**src/rtl/fletcher_pkg.sv**
```systemverilog
// fletcher_pkg: shared FSM state type and ones-complement helpers for the Fletcher verifier.
package fletcher_pkg;
  typedef enum logic [2:0] {IDLE, DATA, CKB, CKA, DONE} state_e;
  function automatic logic [63:0] canon(input logic [63:0] x, input int unsigned h);
    logic [63:0] m;
    m = (64'd1 << h) - 64'd1;
    return (x == m) ? 64'd0 : x;
  endfunction
  // Operands are at most M, so a single end-around fold is enough.
  function automatic logic [63:0] ones_add(input logic [63:0] a, input logic [63:0] b, input int unsigned h);
    logic [63:0] m;
    logic [63:0] s;
    m = (64'd1 << h) - 64'd1;
    s = a + b;
    s = (s & m) + (s >> h);
    return canon(s, h);
  endfunction
endpackage

```
**src/rtl/fletcher_checksum_verifier_accum.sv**
```systemverilog
// fletcher_accum: Fletcher A/B running-sum pair, canonical mod 2^H-1, with clear and enable.
module fletcher_accum
  import fletcher_pkg::*;
#(
  parameter int H = 16
) (
  input  logic         clk,
  input  logic         rst_n,
  input  logic         clr_i,
  input  logic         en_i,
  input  logic [H-1:0] din_i,
  output logic [H-1:0] a_o,
  output logic [H-1:0] b_o
);
  logic [H-1:0] a_q, a_d, b_q, b_d;
  logic [63:0]  a_sum, b_sum;
  always_comb begin
    a_sum = ones_add(64'(a_q), 64'(din_i), H);
    b_sum = ones_add(64'(b_q), 64'(a_sum[H-1:0]), H);
    a_d   = clr_i ? '0 : en_i ? a_sum[H-1:0] : a_q;
    b_d   = clr_i ? '0 : en_i ? b_sum[H-1:0] : b_q;
  end
  always_ff @(posedge clk or negedge rst_n) begin
    if (!rst_n) begin
      a_q <= '0;
      b_q <= '0;
    end else begin
      a_q <= a_d;
      b_q <= b_d;
    end
  end
  assign a_o = a_q;
  assign b_o = b_q;
endmodule

```
**src/rtl/fletcher_checksum_verifier.sv**
```systemverilog
// fletcher_checksum_verifier: checks a length-prefixed payload against trailing Fletcher B,A halves.
// Optional error counter port errcnt enabled by `FLETCHER_VERIFIER_ERRCNT_EN.
module fletcher_checksum_verifier
  import fletcher_pkg::*;
#(
  parameter int Width    = 32,
  parameter int LenWidth = 16
) (
  input  logic                 clk,
  input  logic                 rst_n,
  input  logic                 start,
  input  logic [LenWidth-1:0]  len,
  input  logic [Width/2-1:0]   din,
  input  logic                 din_valid,
  output logic                 din_ready,
  output logic                 busy,
  output logic                 done,
`ifdef FLETCHER_VERIFIER_ERRCNT_EN
  output logic [7:0]           errcnt,
`endif
  output logic                 ok
);
  localparam int H = Width / 2;
  state_e              state_q, state_d;
  logic [LenWidth-1:0] rem_q, rem_d;
  logic [H-1:0]        rxb_q, rxb_d;
  logic                ok_q, ok_d;
  logic [H-1:0]        acc_a, acc_b;
  logic                xfer, match;
  assign din_ready = (state_q == DATA) || (state_q == CKB) || (state_q == CKA);
  assign xfer      = din_valid && din_ready;
  assign busy      = state_q != IDLE;
  assign done      = state_q == DONE;
  assign ok        = ok_q;
  // Received halves are canonicalised so all-ones and zero compare equal.
  assign match = (canon(64'(rxb_q), H) == 64'(acc_b)) && (canon(64'(din), H) == 64'(acc_a));
  fletcher_accum #(.H(H)) u_accum (
    .clk   (clk),
    .rst_n (rst_n),
    .clr_i (state_q == IDLE && start),
    .en_i  (state_q == DATA && xfer),
    .din_i (din),
    .a_o   (acc_a),
    .b_o   (acc_b)
  );
  always_comb begin
    state_d = state_q;
    rem_d   = rem_q;
    rxb_d   = rxb_q;
    ok_d    = ok_q;
    case (state_q)
      IDLE: if (start) begin
        rem_d   = len;
        ok_d    = 1'b0;
        state_d = (len != '0) ? DATA : CKB;
      end
      DATA: if (xfer) begin
        rem_d   = rem_q - LenWidth'(1);
        state_d = (rem_q == LenWidth'(1)) ? CKB : DATA;
      end
      CKB: if (xfer) begin
        rxb_d   = din;
        state_d = CKA;
      end
      CKA: if (xfer) begin
        ok_d    = match;
        state_d = DONE;
      end
      DONE:    state_d = IDLE;
      default: state_d = IDLE;
    endcase
  end
  always_ff @(posedge clk or negedge rst_n) begin
    if (!rst_n) begin
      state_q <= IDLE;
      rem_q   <= '0;
      rxb_q   <= '0;
      ok_q    <= 1'b0;
    end else begin
      state_q <= state_d;
      rem_q   <= rem_d;
      rxb_q   <= rxb_d;
      ok_q    <= ok_d;
    end
  end
`ifdef FLETCHER_VERIFIER_ERRCNT_EN
  logic [7:0] errcnt_q, errcnt_d;
  assign errcnt_d = (done && !ok_q && errcnt_q != 8'hFF) ? errcnt_q + 8'd1 : errcnt_q;
  always_ff @(posedge clk or negedge rst_n) begin
    if (!rst_n) errcnt_q <= '0;
    else        errcnt_q <= errcnt_d;
  end
  assign errcnt = errcnt_q;
`endif
endmodule

```
**config.mk**
```make
export PLATFORM = sky130hd
export DESIGN_NAME = fletcher_checksum_verifier
export DESIGN_NICKNAME = d
export VERILOG_FILES = /design/src/rtl/fletcher_pkg.sv /design/src/rtl/fletcher_checksum_verifier_accum.sv /design/src/rtl/fletcher_checksum_verifier.sv
export SDC_FILE = /design/constraint.sdc
export NUM_CORES = 1
export LEC_CHECK = 0
export ABC_AREA = 1
export BUFFER_PORTS_ARGS = -buffer_cell sky130_fd_sc_hd__buf_2
export CAP_MARGIN = 20
export CORE_UTILIZATION = 50
export DETAILED_ROUTE_END_ITERATION = 8
export PLACE_DENSITY_LB_ADDON = 0.15
export SETUP_SLACK_MARGIN = 0.3
export SYNTH_ARGS = -nofsm -noshare
export SYNTH_HDL_FRONTEND = slang
export SYNTH_SLANG_ARGS = --single-unit
```
**constraint.sdc**
```tcl
create_clock -name clk -period 7.6 [get_ports clk]
set_clock_uncertainty 0.15 [all_clocks]
set_input_delay 1.14 -clock clk [delete_from_list [all_inputs] [get_ports clk]]
set_output_delay 1.14 -clock clk [all_outputs]
set_load 0.01 [all_outputs]
```
## Word level (Yosys, flattened, before mapping)

Index checks and enable logic that the tools add are counted.

| cells by class | value |
|---|---|
| reductions and logical operators | 16 |
| $add $sub $neg | 5 |
| eq/ne operators | 15 |
| mux-type cells | 21 |

Operator list:

| cell | count |
|---|---|
| $mux W16 | 10 |
| $eq A49 B16 Y1 const B | 2 |
| $add A16 B1 Y17 | 2 |
| $add A16 B16 Y17 | 2 |
| $eq A16 B16 Y1 | 2 |
| $eq A16 B16 Y1 const B | 2 |
| $pmux W16 S2 | 1 |
| $eq A16 B1 Y1 const B | 1 |
| $reduce_bool A16 Y1 | 1 |
| $sub A16 B1 Y16 const B | 1 |
| $mux W3 | 4 |
| $pmux W3 S4 | 1 |
| $ne A2 B2 Y1 const B | 4 |
| $eq A3 B2 Y1 const B | 2 |
| $reduce_and A3 Y1 | 2 |
| $reduce_bool A2 Y1 | 3 |
| $logic_and A1 B1 Y1 | 4 |
| $mux W2 | 2 |
| $reduce_and A4 Y1 | 1 |
| $eq A3 B1 Y1 const B | 1 |
| $eq A3 B3 Y1 const B | 1 |
| $logic_not A3 Y1 | 1 |
| $reduce_bool A3 Y1 | 1 |
| $logic_or A1 B1 Y1 | 2 |
| other kinds (3) | 4 |

| storage, ports and cells | value |
|---|---|
| logic and storage cells | 63 |
| input port bits | 36 |
| flip-flop bits (word level) | 68 |
| output and inout port bits | 4 |

## Logic depth before layout (Yosys ltp)

| depth | value |
|---|---|
| depth in word-level cells | 10 |
| depth in mapped cells | 58 |
| gate-level depth less buffers | 56 |

## Modules after synthesis

Synthesis repeated with hierarchy kept, for this count alone.

| second synthesis, totals | value |
|---|---|
| cell total of the unflattened synthesis | 1242 |
| area total of the unflattened synthesis | 7437.1 µm² |

By module, submodules not included:

| module | area each (µm²) | sequential area each (µm²) | cells an instance | times used |
|---|---|---|---|---|
| fletcher_accum | 4575.6 | 800.8 | 813 | 1 |
| fletcher_checksum_verifier | 2861.5 | 900.9 | 429 | 1 |

## Worst setup path after synthesis

No wires, ideal clock.

| path | value |
|---|---|
| path type | input-to-reg |
| from | in din[0] |
| to | reg u_accum.b_q[10] (netlist: u_accum.b_o[10]) |
| data required time | 7333 ps |
| cell stages on the path | 50 |
| buffers on the path | 3 |
| setup slack | 489 ps |
| data arrival time | 6844 ps |
| setup time | 117 ps |
| cell sequence | ha_1 -> fa_1 -> nand2_2 -> nand2_2 -> nand3_1 -> nand2_1 -> nand3_1 -> nand2_1 -> a21oi_1 -> o21bai_1 -> ha_1 -> ha_1 -> inv_1 -> nor2_1 -> nand3_1 -> nor2_1 -> nand3_1 -> inv_1 -> (+14 left out) -> a21oi_1 -> o21bai_1 -> ha_1 -> ha_1 -> inv_1 -> nor2_1 -> nand2_2 -> nor2_4 -> nand3_2 -> inv_2 -> nand2_2 -> o21ai_0 -> nand3_1 -> nor2_1 -> nand3_2 -> buf_6 -> nand2_1 -> nand2_1 |

| on the way | value |
|---|---|
| word-level cells in the longest chain between the ends | 10 |

RTL lines:

| what | line | text |
|---|---|---|
| from (decl) | fletcher_checksum_verifier.sv:13 | `input logic [Width/2-1:0] din,` |
| $add A16 B16 Y17 * | fletcher_pkg.sv:14 | `s = a + b;` |
| $add A16 B1 Y17 * | fletcher_pkg.sv:15 | `s = (s & m) + (s >> h);` |
| $eq A49 B16 Y1 | fletcher_pkg.sv:7 | `return (x == m) ? 64'd0 : x;` |
| $mux W16 * | fletcher_pkg.sv:7 |  |
| $add A16 B16 Y17 * | fletcher_pkg.sv:14 |  |
| $add A16 B1 Y17 * | fletcher_pkg.sv:15 |  |
| $eq A49 B16 Y1 | fletcher_pkg.sv:7 |  |
| $mux W16 * | fletcher_pkg.sv:7 |  |
| $mux W16 * (2 in a row) | fletcher_checksum_verifier_accum.sv:21 | `b_d = clr_i ? '0 : en_i ? b_sum[H-1:0] : b_q;` |
| to (signal assigned) | fletcher_checksum_verifier_accum.sv:26 | `b_q <= '0;` |
| to (signal assigned) | fletcher_checksum_verifier_accum.sv:29 | `b_q <= b_d;` |
| to (decl) | fletcher_checksum_verifier_accum.sv:15 | `logic [H-1:0] a_q, a_d, b_q, b_d;` |

Mark *: on every way between the ends. The rest lies on a longest branch, timed or not. The select of a mux whose other input is x is not followed.
A chain may end at the register's enable or synchronous reset.

## Final worst setup path

| path | value |
|---|---|
| from | in din[11] |
| to | reg u_accum.b_q[10] (netlist: u_accum.b_o[10]) |

Same word-level chain as after synthesis.

==> metrics.md <==
| Metric | Value |
|---|---|
| Bufs on Longest Clock Path | 2 |
| Port-buffer cells | 39 |
| Final WL | 22.6 mm |
| Post-synth top area cell | dfrtp_1 |
| Tot GR Track Use | between 20% and 30% |
| Share of the synthesized area in the top cell type | approximately a quarter |
| Top_reg_cell synth | dfrtp_1 |
| N_diodes | 0 |
| DRT iter0 DRCs | 561 |
| Final setup viols | 0 |
| Reg clk slew, reported paths | around 60 ps |
| Top cells by area, synth | dfrtp_1, nand2_1, inv_1 |
| Register area | about 1700 µm² |
| Hold Crit Depth | 2 |
| HP Class | reg2reg |
| Clock Sinks | between 60 and 70 |
| Largest net degree at the start of global routing | 69 |
| GP Congestion | 0.927 |
| Final Hold Fails | 0 |
| M3 GR Usage | under 10% |
| CORE AREA | about 14000 µm² |
| Clock root cell | clkbuf_16 |
| Area of the multi-input gates | about 5300 µm² |
| Met1 Track Usage GR | 39.6% |
| Worst-margin pin slew | around 1100 ps |
| Drt via density | roughly 5.4 |
| Max_slew headroom | around 27% |
| Worst-Skew Late Latency | between 300 and 400 ps |
| Peak Freq | 139 MHz |
| Die span in x | around 120 µm |
| Slew Limit Fails | 0 |
| Max stage delay on crit path | about 270 ps |
| Reg2Reg Depth | 53 |
| Post-synth EDFFs | 0 |
| ANT nets after route | 0 |
| Post-DR wirelength/cell | between 10 and 15 µm |
| Register area share after synthesis | 23.9% |
| Synth Register Bits | slightly below 70 |
| Total CTS buffers | 9 |
| Die ar. | between 10000 and 15000 µm² |
| Die height | approximately 120 µm |
| Yosys cell types | just over 40 |
| Netlist Area Pre-Place | ~7100 µm² |
| Share of layout cells above drive strength 1 | 24.7% |
| Starting Density | between 50% and 60% |
| First-pass GRT wire length | roughly 34 mm |
| Met2 usage | around half |
| Status | complete, no violations |
| Post-DP HPWL | ~17 mm |
| Crit Path Category | in2reg |
| Num ports | 40 |
| Mapped Cells | between 1000 and 1500 |
| Area grow syn2layout | 30.0% |
| Via count | about 8000 |
| Syn avg cell area | slightly below 6 µm² |
| CP Launch Type | primary input |
| Ratio of final minimum period to clock period | a little over nine tenths |
| Gr ovfl total | 0 |
| Async SR Flop Fraction | 100% |
| Filler cell count | around 1200 |
| Initial antenna violation count | 0 |
| Top Usage Layer GRT | met2 |
| Crit end category | flop |
| Worst-path fanout max | 8 |
| Fin util | 66.8% |
| Syn_nets | approximately 1300 |
| TritonCTS clock tree | yes |
| Max cap viols | 0 |
| Vias in the first global route | about 7400 |
| Syn. warnings | 0 |
| Min Tclk post-route | ~7000 ps |
| 1st-pass router iterations | 5 |
| CP arrival | around 7300 ps |
| H-tree depth | 3 |
| Final #Nets | 1419 |
| RSZ-0062 raised after global routing | true |
| Rows | 43 |
| Crit-path slowest cell | ha_4 |
| Required time worst endpoint | roughly 7700 ps |
| Cell repeated most along the worst path | nand2_1 |
| DRC errors left | 0 |
==> registers in the layout, summed over array words and instances, names as in the netlist <==
register and flops:
rxb_q 16, rem_q 16, state_q 3, ok 1
u_accum.a_o 16, u_accum.b_o 16
==> kinds of logic (layout without fill, tap and decap cells) <==
family | Yosys count | after routing | synth area share [%]
DFF | 68 | 68 | 23.9
buffers and inverters | 196 | 339 | 11.0
adders and majority gates | 40 | 40 | 7.23
and+or+nand+nor | 759 | 759 | 46.2
muxes | 1 | 1 | 0.140
AOI/OAI and AO/OA | 121 | 121 | 9.24
xor gates and xnor gates | 19 | 19 | 2.33
==> through the flow <==
stage / area (µm²) / cells / TNS (ps) / setup slack (ps) / hold WS [ps]
2_1_floorplan: 7130 / 1204 / 0 / 489 / 318
3_3_place_gp: 8140 / 1494 / 0 / 17.4 / 309
3_5_place_dp: 8140 / 1494 / -2310 / -160 / 321
4_1_cts: 8440 / 1509 / 0 / 309 / 335
5_1_grt: 9270 / 1527 / 0 / 45.4 / 362
6_report: 9270 / 1527 / 0 / 394 / 336
==> cells in the mapped netlist (3+ instances only) <==
| cell | instances |
|---|---|
| a21oi_1 | 32 |
| and2_1 | 5 |
| buf_6 | 4 |
| clkbuf_1 | 17 |
| dfrtp_1 | 68 |
| ha_1 | 38 |
| inv_1 | 163 |
| inv_2 | 7 |
| nand2_1 | 422 |
| nand2_2 | 25 |
| nand3_1 | 99 |
| nand3_2 | 8 |
| nand3b_1 | 8 |
| nand4_1 | 22 |
| nor2_1 | 129 |
| nor2_2 | 15 |
| nor2_4 | 4 |
| nor3_1 | 9 |
| nor4_1 | 10 |
| o211ai_1 | 3 |
| o21ai_0 | 65 |
| o21ai_1 | 3 |
| o21bai_1 | 4 |
| o31ai_1 | 4 |
| xnor2_1 | 11 |
| xor2_1 | 8 |
==> per-layer routing <==
layer | up-vias | routed length [µm]
met5 | - | 0
met4 | 0 | 492
met3 | 39 | 1720
met2 | 317 | 10700
met1 | 3787 | 9650
li1 | 4097 | -
==> layout make-up <==
class	count	share of cell area, %
Timing Repair Buffer	152	12.2
Multi-Input combinational cell	940	56.9
Clock buffer	10	2.47
Tap cell	180	2.43
Inverter	172	7.04
Sequential cell	68	18.4
Clock inverter	5	0.580
==> final timing paths <==
kind,from,to,slack [ps]
worst max-delay path,din[11],u_accum.b_o[10],390
worst min-delay path,ok,ok,340
worst max register to register,u_accum.a_o[11],u_accum.b_o[10],810
worst min register to register,ok,ok,340
max in group asynchronous,rst_n,rxb_q[10],5850
min in group asynchronous,rst_n,rem_q[2],860
==> critical path, delay by kind of cell <==
family,cells,cell delay [ps]
AO/OA/AOI/OAI,6,850
adder cells (fa/ha/maj),6,1240
AND/OR/NAND/NOR,30,2800
buffers and inverters,12,1230
==> cells in the final DEF, fill, tap and decap left out, types with 3 or more instances in the layout <==
cell and count:
buf_4 103, xnor2_1 10, buf_2 36, a21oi_1 27, dfrtp_1 68, o21ai_1 5, nand3_4 4, nand2_1 390
nand3_1 90, a21oi_2 5, o211ai_1 3, o21ai_0 62, o31ai_1 4, ha_1 14, inv_1 156, ha_4 23
nand2_4 3, clkinv_2 3, buf_6 9, nor2_4 16, nor4_1 10, nand3_2 13, nand3b_1 8, and2_1 3
inv_4 3, o21bai_1 3, nand4_1 22, nor2_1 110, xor2_1 7, nand2_2 54, nor2_2 22, clkbuf_16 10
inv_2 12, nor3_1 8
==> repair_timing <==
item / in CTS / in global routing
gates resized for setup: 5 / 148
cloned: 0 / 1
endpoints found under the setup margin: 16 / 16
endpoints found under the hold margin: 0 / 0
pin swaps: 1 / 63
buffers inserted: 0 / 17
hold buffers: 0 / 0
Power is not shown: default switching activity piles up to over one toggle a cycle in this logic, so the estimate is an artifact.
